## src/rtl/shift_pkg.sv

```systemverilog
// shift_pkg: shared op/state enums and default step width for shift_sched
package shift_pkg;
  localparam int STEP_DEF = 4;
  typedef enum logic [1:0] {OP_SLL, OP_SRL, OP_SRA, OP_ROR} op_t;
  typedef enum logic [1:0] {IDLE, SHIFT, DONE} state_t;
endpackage

```

## src/rtl/shift_step.sv

```systemverilog
// shift_step: combinational 32-bit shift/rotate by 0..STEP for one op
module shift_step
  import shift_pkg::*;
#(
  parameter int STEP = STEP_DEF,
  localparam int AW = $clog2(STEP + 1)
) (
  input  op_t           op,
  input  logic [31:0]   a,
  input  logic [AW-1:0] amt,
  output logic [31:0]   y
);
  logic [31:0] sra;
  assign sra = $signed(a) >>> amt;
  assign y = op == OP_SLL ? a << amt :
             op == OP_SRL ? a >> amt :
             op == OP_SRA ? sra :
             (a >> amt) | (a << (6'd32 - 6'(amt)));
endmodule

```

## src/rtl/shift_sched.sv

```systemverilog
// shift_sched: two-requester round-robin multi-cycle shifter (ROR enabled by SHIFT_SCHED_ROTATE_EN)
module shift_sched
  import shift_pkg::*;
#(
  parameter int STEP = STEP_DEF
) (
  input  logic        clk_i,
  input  logic        rst_i,
  input  logic        req0_valid_i,
  output logic        req0_ready_o,
  input  logic [1:0]  req0_op_i,
  input  logic [31:0] req0_a_i,
  input  logic [4:0]  req0_shamt_i,
  input  logic        req1_valid_i,
  output logic        req1_ready_o,
  input  logic [1:0]  req1_op_i,
  input  logic [31:0] req1_a_i,
  input  logic [4:0]  req1_shamt_i,
  output logic        rsp_valid_o,
  input  logic        rsp_ready_i,
  output logic        rsp_id_o,
  output logic [31:0] rsp_data_o,
  output logic        busy_o
);
  localparam int AW = $clog2(STEP + 1);
`ifdef SHIFT_SCHED_ROTATE_EN
  localparam bit ROT = 1'b1;
`else
  localparam bit ROT = 1'b0;
`endif
  state_t        state, nxt;
  op_t           op, op_in;
  logic          gnt, xfer, last, id;
  logic [31:0]   data, a_in, stepped;
  logic [4:0]    rem, s_in;
  logic [AW-1:0] amt;
  shift_step #(.STEP(STEP)) u_step (.op(op), .a(data), .amt(amt), .y(stepped));
  always_comb begin
    gnt = req0_valid_i & req1_valid_i ? ~last : req1_valid_i;
    req0_ready_o = ~rst_i & state == IDLE & req0_valid_i & ~gnt;
    req1_ready_o = ~rst_i & state == IDLE & req1_valid_i & gnt;
    xfer = req0_ready_o | req1_ready_o;
    op_in = op_t'(gnt ? req1_op_i : req0_op_i);
    a_in = gnt ? req1_a_i : req0_a_i;
    s_in = gnt ? req1_shamt_i : req0_shamt_i;
    amt = AW'(rem > 5'(STEP) ? 5'(STEP) : rem);
    nxt = state == IDLE  ? (xfer ? (s_in != 5'd0 && (ROT || op_in != OP_ROR) ? SHIFT : DONE) : IDLE) :
          state == SHIFT ? (rem <= 5'(STEP) ? DONE : SHIFT) :
          state == DONE  ? (rsp_ready_i ? IDLE : DONE) : IDLE;
    rsp_valid_o = ~rst_i & state == DONE;
    busy_o = ~rst_i & state != IDLE;
    rsp_id_o = ~rst_i & id;
    rsp_data_o = rst_i ? 32'd0 : data;
  end
  always_ff @(posedge clk_i) begin
    if (rst_i) begin
      state <= IDLE;
      last <= 1'b1;
      op <= OP_SLL;
      data <= '0;
      rem <= '0;
      id <= 1'b0;
    end else begin
      state <= nxt;
      if (xfer) begin
        op <= op_in;
        data <= a_in;
        rem <= s_in;
        id <= gnt;
        last <= gnt;
      end else if (state == SHIFT) begin
        data <= stepped;
        rem <= rem - 5'(amt);
      end
    end
  end
endmodule

```

## config.mk

```make
export PLATFORM = sky130hd
export DESIGN_NAME = shift_sched
export DESIGN_NICKNAME = d
export VERILOG_FILES = /design/src/rtl/shift_pkg.sv /design/src/rtl/shift_step.sv /design/src/rtl/shift_sched.sv
export SDC_FILE = /design/constraint.sdc
export NUM_CORES = 1
export LEC_CHECK = 0
export BUFFER_PORTS_ARGS = -buffer_cell sky130_fd_sc_hd__buf_2
export CORE_MARGIN = 2
export CORE_UTILIZATION = 55
export CTS_BUF_LIST = sky130_fd_sc_hd__clkbuf_8
export DETAILED_ROUTE_END_ITERATION = 6
export PLACE_DENSITY = 0.8
export SKIP_CTS_REPAIR_TIMING = 1
export SYNTH_ARGS = -nofsm -noshare
export SYNTH_HDL_FRONTEND = slang
export SYNTH_SLANG_ARGS = --single-unit
```

## constraint.sdc

```tcl
create_clock -name clk_i -period 5.3 [get_ports clk_i]
set_clock_uncertainty 0.1 [all_clocks]
set_input_delay 0.795 -clock clk_i [delete_from_list [all_inputs] [get_ports clk_i]]
set_output_delay 0.795 -clock clk_i [all_outputs]
set_load 0.01 [all_outputs]
```

==> impl_metrics.env, run 1 <==
export IMPL_ys_ff_latch=43
export IMPL_place_ws_ns=1.36
export IMPL_yosysWarnings=0
export IMPL_postSynthAreaPerCell_um2=6.92
export IMPL_seq_area_frac_synth=0.144
export IMPL_synth_flop_cell="dfxtp_1"
export IMPL_synth_edf_count=0
export IMPL_highest_layer="met4"
export IMPL_dr_wl_met3_mm=3.81
export IMPL_totalWireLength_mm=23.1
export IMPL_finalSetupViolCount=0
export IMPL_worstSetupPathType="register to register"
export IMPL_cts_root_buf="clkbuf_8"
export IMPL_drive_gt1_frac=0.199
export IMPL_die_height_um=108
export IMPL_path_clk_slew_ns=0.10
export IMPL_clock_sinks=43
export IMPL_fp_dieW_um=108
export IMPL_run_status="finished, final reports clean"
export IMPL_wl_per_cell_um=22.1
export IMPL_numPortBuffers=119
export IMPL_diodes=0
export IMPL_drt_pass1_iter_count=7
export IMPL_wl_met2_mm=9.73
export IMPL_power_total_mw=2.14
export IMPL_power_leakage_nw=2.86
export IMPL_ant_nets=0
export IMPL_drt_iter0_drc=1339
export IMPL_slew_violations=0
export IMPL_ios=120
export IMPL_hold_depth=2
export IMPL_cts_max_path_buffers=2
export IMPL_via_count=7403
export IMPL_regToRegSetupSlack_ns=1.26
export IMPL_syn_area_um2=5970
export IMPL_period_minus_slack_ns=4.04
export IMPL_cap_violations=0
export IMPL_hold_start="last$_SDFFE_PP1N_"
export IMPL_tns_ns=0
export IMPL_floorplan_die_area_um2=11700
export IMPL_synth_cell_type_count=77
export IMPL_syn_inst=862
export IMPL_core_rowCount=38
export IMPL_reg2reg_to="data[25]$_SDFFE_PP0P_"
export IMPL_fin_ws_ns=1.26
export IMPL_crit_arrival_ns=4.20
export IMPL_dp_hpwl_mm=15.8
export IMPL_grtUsageTotal=0.388
export IMPL_final_common_cell="nand2_1"
export IMPL_max_freq_ghz=0.247
export IMPL_clk_latency_ns=0.33
export IMPL_wl_met1_mm=8.66
export IMPL_hp_class="register to register"
export IMPL_crit_path_start_kind="register"
export IMPL_reg2reg_depth=11
export IMPL_final_cell_mix="nand2_1, buf_2, mux2i_1"
export IMPL_period_share=0.763
export IMPL_nNetsFinal=988
export IMPL_fin_util=0.609
export IMPL_htree_levels=2
export IMPL_start_util=0.558
export IMPL_min_to="last$_SDFFE_PP1N_"
export IMPL_synth_async_reset_ratio=0
export IMPL_cts_made_buffers=5
export IMPL_via_per_inst=7.10
export IMPL_hold_viol=0
export IMPL_slew_headroom=0.201
export IMPL_crit_fanout=11
export IMPL_p_per_area_nw_per_um2=328
export IMPL_r2r_start="rem[2]$_SDFFE_PP0P_"
export IMPL_grt_pass1_wl_mm=35.4
export IMPL_cts_tree="done"
export IMPL_syn_num_nets=948
export IMPL_grt_pass1_vias=6512
export IMPL_rsz0062_at_grt="no"
export IMPL_core_um2=10700
export IMPL_critPathRequiredTime_ns=5.46
export IMPL_critPathCaptureType="register"
export IMPL_area_growth_pct=9.18
export IMPL_vdd_ir_drop_max_v=0.000206
export IMPL_grt_overflow=0
export IMPL_drc=0
export IMPL_grt_max_degree=58
export IMPL_tightest_slew_ns=1.19
export IMPL_gp_congestion=1.07
export IMPL_antenna_found_initial=0
Yosys cell counts (7+ instances only):
cell | instances | area [µm²]
nor3_1 | 12 | 60.1
a21oi_1 | 60 | 300
o21ai_0 | 30 | 150
nand3_1 | 40 | 200
mux4_2 | 15 | 338
nor2_1 | 43 | 161
buf_1 | 11 | 41.3
a311oi_1 | 10 | 87.6
or3_1 | 7 | 43.8
o21ai_1 | 10 | 50.1
o211ai_1 | 13 | 97.6
a31oi_1 | 25 | 156
buf_2 | 18 | 90.1
and2_1 | 8 | 50.1
o22ai_1 | 7 | 43.8
nand2_1 | 172 | 646
a221oi_1 | 10 | 87.6
clkbuf_1 | 65 | 244
inv_1 | 8 | 30.0
dfxtp_1 | 43 | 861
a211oi_1 | 13 | 97.6
mux2i_1 | 81 | 811
nor2b_1 | 36 | 225
nand2b_1 | 7 | 43.8
final cells by class:
| type | count | area (µm²) |
|---|---|---|
| multi-input cells | 705 | 4620 |
| fillers | 1009 | 4180 |
| flip-flops and latches | 43 | 862 |
| repair buffers | 135 | 716 |
| well taps | 140 | 175 |
| clock buffers | 7 | 96.3 |
| inverters | 12 | 45.0 |
| clock inverters | 1 | 3.75 |
kinds of logic (layout without fill, tap and decap cells):
logic type	Yosys count	in the layout	share of synthesized area
AOI/OAI and AO/OA	246	246	0.285
xor gates and xnor gates	2	2	0.00294
adders and majority gates	3	3	0.00629
buffers and inverters	114	155	0.0839
DFF	43	43	0.144
muxes	102	102	0.204
other	1	1	0.000628
and+or+nand+nor	351	351	0.273
metrics by stage:
step | std cells | hold slack [ns] | area [µm²]
after floorplan | 862 | 0.415 | 5970
after global routing | 1043 | 0.529 | 6520
after CTS | 1043 | 0.486 | 6520
after detailed placement | 1035 | 0.465 | 6410
final | 1043 | 0.487 | 6520
after global placement | 1035 | 0.462 | 6410
report_power, final:
part,switching (mW),internal (mW)
combinational,0.816,0.508
clock,0.145,0.118
sequential,0.171,0.381
total,1.13,1.01
metal layers:
layer | GRT usage | vias up
met5 | 0 | -
met4 | 0.126 | 0
met3 | 0.128 | 122
met2 | 0.560 | 725
met1 | 0.542 | 3311
li1 | - | 3245
state kept, by name, summed over array words and instances (netlist names):
signal	count
state	2
op	2
data	32
last	1
id	1
rem	5
worst max-delay path by stage:
stage / cells past startpoint / endpoint / startpoint / slack [ns]
finish: 11 / data[25]$_SDFFE_PP0P_ / rem[2]$_SDFFE_PP0P_ / 1.26
global route: 11 / data[25]$_SDFFE_PP0P_ / rem[2]$_SDFFE_PP0P_ / 1.0
CTS: 11 / data[25]$_SDFFE_PP0P_ / rem[2]$_SDFFE_PP0P_ / 1.37
detailed placement: 11 / data[25]$_SDFFE_PP0P_ / rem[2]$_SDFFE_PP0P_ / 1.36
global placement: 11 / data[25]$_SDFFE_PP0P_ / rem[2]$_SDFFE_PP0P_ / 1.51
floorplan: 15 / data[25]$_SDFFE_PP0P_ / rem[2]$_SDFFE_PP0P_ / 1.63
worst max-delay path, stage by stage, from the launching register on:
cell and delay [ns]:
dfxtp_1 0.40, or3_1 0.43, inv_2 0.07, and2_1 0.43
inv_2 0.07, ha_1 0.37, ha_1 0.63, clkinv_1 0.39
and2_1 0.25, a2111oi_0 0.49, o311ai_1 0.16, a31oi_1 0.17
(Power assumes the default switching activity.)
==> run 2: changes to the inputs <==
--- a/config.mk
+++ b/config.mk
@@ -5,12 +5,13 @@
 export SDC_FILE = /design/constraint.sdc
 export NUM_CORES = 1
 export LEC_CHECK = 0
+export ABC_AREA = 1
 export BUFFER_PORTS_ARGS = -buffer_cell sky130_fd_sc_hd__buf_2
 export CORE_MARGIN = 2
 export CORE_UTILIZATION = 55
 export CTS_BUF_LIST = sky130_fd_sc_hd__clkbuf_8
 export DETAILED_ROUTE_END_ITERATION = 6
-export PLACE_DENSITY = 0.8
+export PLACE_DENSITY = 0.81
 export SKIP_CTS_REPAIR_TIMING = 1
 export SYNTH_ARGS = -nofsm -noshare
 export SYNTH_HDL_FRONTEND = slang
==> constraint.sdc (replaced) <==
create_clock -name clk_i -period 4.1 [get_ports clk_i]
set_clock_uncertainty 0.1 [all_clocks]
set_input_delay 0.615 -clock clk_i [delete_from_list [all_inputs] [get_ports clk_i]]
set_output_delay 0.615 -clock clk_i [all_outputs]
set_load 0.01 [all_outputs]
==> run 2 against run 1 <==
Effect of this change:
- the flow now finishes with violations (design-rule violations)
- count of clock-buffer cells in the layout decreased by 1
- synthesized area is 11% lower
- routed wire length decreased by 2.3%
- synthesized cell count up 14%
- power rose by 23%
- critical endpoint is now data[8]$_SDFFE_PP0P_
- first-iteration DRC count shrank 3.2%
- sequential share of layout area grew 1.1 points
- register-to-register slack worse by 0.67 ns
- clock power rose by 49%
- final area is 7.8% lower
- critical path depth grew 1
==> impl_metrics.env, run 2 <==
export IMPL_rsz0062_at_grt="no"
export IMPL_start_util=0.571
export IMPL_via_count=7530
export IMPL_ys_ff_latch=43
export IMPL_cts_max_path_buffers=2
export IMPL_tightest_slew_ns=0.825
export IMPL_cts_root_buf="clkbuf_8"
export IMPL_largest_register_ffs=32
export IMPL_htree_levels=2
export IMPL_reg2reg_depth=12
export IMPL_synthTopCellsByArea="nand2_1, dfxtp_1, nand3_1"
export IMPL_top_regs="data: 32 flops, rem: 5 flops"
export IMPL_tns_ns=0
export IMPL_syn_num_nets=1069
export IMPL_grt_pass1_vias=6591
export IMPL_nNetsFinal=1148
export IMPL_drive_gt1_frac=0.162
export IMPL_ant_nets=0
export IMPL_run_status="finished with violations"
export IMPL_hold_viol=0
export IMPL_stdcell_count=1192
export IMPL_cap_violations=0
export IMPL_ios=120
export IMPL_synth_cell_type_count=47
export IMPL_core_um2=9280
export IMPL_synth_edf_count=0
export IMPL_drc=1
export IMPL_numPortBuffers=119
export IMPL_crit_path_start_kind="register"
export IMPL_yosysWarnings=0
export IMPL_fillerInstances=942
export IMPL_cts_made_buffers=5
export IMPL_crit_fanout=30
export IMPL_dp_hpwl_mm=16.4
export IMPL_crit_arrival_ns=3.66
export IMPL_antenna_found_initial=0
export IMPL_slowest_delay_ns=0.52
export IMPL_clock_sinks=43
export IMPL_grt_max_degree=67
export IMPL_die_height_um=102
export IMPL_synth_flop_cell="dfxtp_1"
export IMPL_grtUsageTotal=0.435
export IMPL_drt_pass1_iter_count=7
export IMPL_syn_inst=983
export IMPL_diodes=0
export IMPL_synth_most_common_cell="nand2_1"
export IMPL_regToRegSetupSlack_ns=0.59
export IMPL_grt_pass1_wl_mm=35.1
export IMPL_area_growth_pct=13.2
export IMPL_critPathCaptureType="register"
export IMPL_drt_iter0_drc=1296
export IMPL_place_ws_ns=0.752
export IMPL_cts_tree="done"
export IMPL_yosysTopAreaCell="nand2_1"
export IMPL_cp_slowest_cell="nor2_2"
export IMPL_slew_violations=0
export IMPL_power_leakage_nw=2.89
export IMPL_worstSetupPathType="register to register"
export IMPL_postSynthAreaPerCell_um2=5.40
export IMPL_period_share=0.857
export IMPL_place_inst=1184
export IMPL_fin_ws_ns=0.585
export IMPL_crit_chain="inv_2 > nand2_4 > nor2_2 > inv_2 > ha_1 > ha_1 > inv_1 > nor2_2 > inv_1 > o211ai_1 > nand3_1 > a31oi_1"
export IMPL_floorplan_die_area_um2=10400
export IMPL_largest_register="data"
export IMPL_reg2reg_to="data[8]$_SDFFE_PP0P_"
export IMPL_synth_common_cells="nand2_1, nand3_1, nor2_1, inv_1, o21ai_0"
export IMPL_violations="design-rule violations"
export IMPL_min_to="last$_SDFFE_PP1N_"
export IMPL_r2r_start="rem[2]$_SDFFE_PP0P_"
export IMPL_synth_top_area_frac=0.216
export IMPL_worst_path_buf_inv=4
export IMPL_period_minus_slack_ns=3.51
export IMPL_final_cell_mix="nand2_1, buf_2, nand3_1"
export IMPL_seq_area_frac_synth=0.162
export IMPL_grt_overflow=0
export IMPL_totalWireLength_mm=22.5
export IMPL_hp_class="register to register"
export IMPL_syn_area_um2=5310
export IMPL_fp_dieW_um=102
export IMPL_max_freq_ghz=0.285
export IMPL_via_per_inst=6.32
export IMPL_wl_per_cell_um=18.9
export IMPL_finalSetupViolCount=0
export IMPL_path_delay_family="buffers and inverters"
export IMPL_critPathRequiredTime_ns=4.25
export IMPL_p_per_area_nw_per_um2=438
export IMPL_clk_latency_ns=0.33
export IMPL_slew_headroom=0.450
export IMPL_vdd_ir_drop_max_v=0.000234
export IMPL_core_rowCount=35
export IMPL_hold_depth=2
export IMPL_gp_congestion=1.11
export IMPL_final_common_cell="nand2_1"
export IMPL_path_clk_slew_ns=0.10
export IMPL_synth_async_reset_ratio=0
export IMPL_hold_start="last$_SDFFE_PP1N_"
==> run 2: cell count changes in the layout (fill, tap and decap cells not counted), moves of 15 or more <==
cell / delta
nand3_1: +64
o21ai_0: +34
inv_1: +64
mux2i_1: -76
nor2_1: +55
mux4_2: -15
nand2_1: +133
nor2b_1: -36
==> run 2: where the power goes <==
part / total, mW / switching, mW / internal (mW) / leakage [nW]
logic: 1.70 / 1.18 / 0.513 / 2.47
clock network: 0.393 / 0.192 / 0.201 / 0.0618
registers: 0.540 / 0.0653 / 0.475 / 0.354
total: 2.63 / 1.44 / 1.19 / 2.89
==> run 2: tightest hold or removal path: stages, from the launching register on <==
cell and delay, ns:
dfxtp_1 0.35, nand2_1 0.06, nand3_1 0.05
==> run 2: per-stage QoR <==
step | hold WS [ns] | power [mW] | utilization | instance area (µm²)
global route | 0.407 | 2.78 | 0.647 | 6010
detailed placement | 0.359 | 2.15 | 0.634 | 5890
floorplan | 0.329 | 1.70 | - | 5310
CTS | 0.382 | 2.53 | 0.647 | 6010
finish | 0.390 | 2.63 | 0.647 | 6010
global placement | 0.348 | 2.16 | 0.634 | 5890
==> run 2: worst max path at each step <==
stage | cells after the start | startpoint | endpoint | slack [ns]
final | 12 | rem[2]$_SDFFE_PP0P_ | data[8]$_SDFFE_PP0P_ | 0.59
after global routing | 12 | rem[2]$_SDFFE_PP0P_ | data[8]$_SDFFE_PP0P_ | 0.29
after CTS | 12 | rem[2]$_SDFFE_PP0P_ | data[8]$_SDFFE_PP0P_ | 0.72
after detailed placement | 12 | rem[2]$_SDFFE_PP0P_ | data[8]$_SDFFE_PP0P_ | 0.75
after global placement | 12 | rem[2]$_SDFFE_PP0P_ | data[8]$_SDFFE_PP0P_ | 0.75
after floorplan | 20 | rem[3]$_SDFFE_PP0P_ | data[31]$_SDFFE_PP0P_ | 1.29
==> run 2: cell families after synthesis <==
family,synth area share
XOR/XNOR,0.00472
AO/OA/AOI/OAI,0.267
adder cells (fa/ha/maj),0.00708
AND/OR/NAND/NOR,0.433
other,0.000707
buffers and inverters,0.116
flip-flops,0.162
multiplexers,0.00943
==> run 2: final cells by class <==
cell class              count  area [µm²]  area share
multi-input cells         792        3830       0.637
clock inverters             2        38.8     0.00646
inverters                  85         319      0.0531
flip-flops and latches     43         861       0.143
repair buffers            135         716       0.119
well taps                 129         161      0.0269
clock buffers               6        82.6      0.0137
==> run 2: routing by layer <==
metal / GRT usage / part of all wire
met5: 0 / 0
met2: 0.599 / 0.40
met3: 0.148 / 0.17
met4: 0.135 / 0.029
met1: 0.632 / 0.40
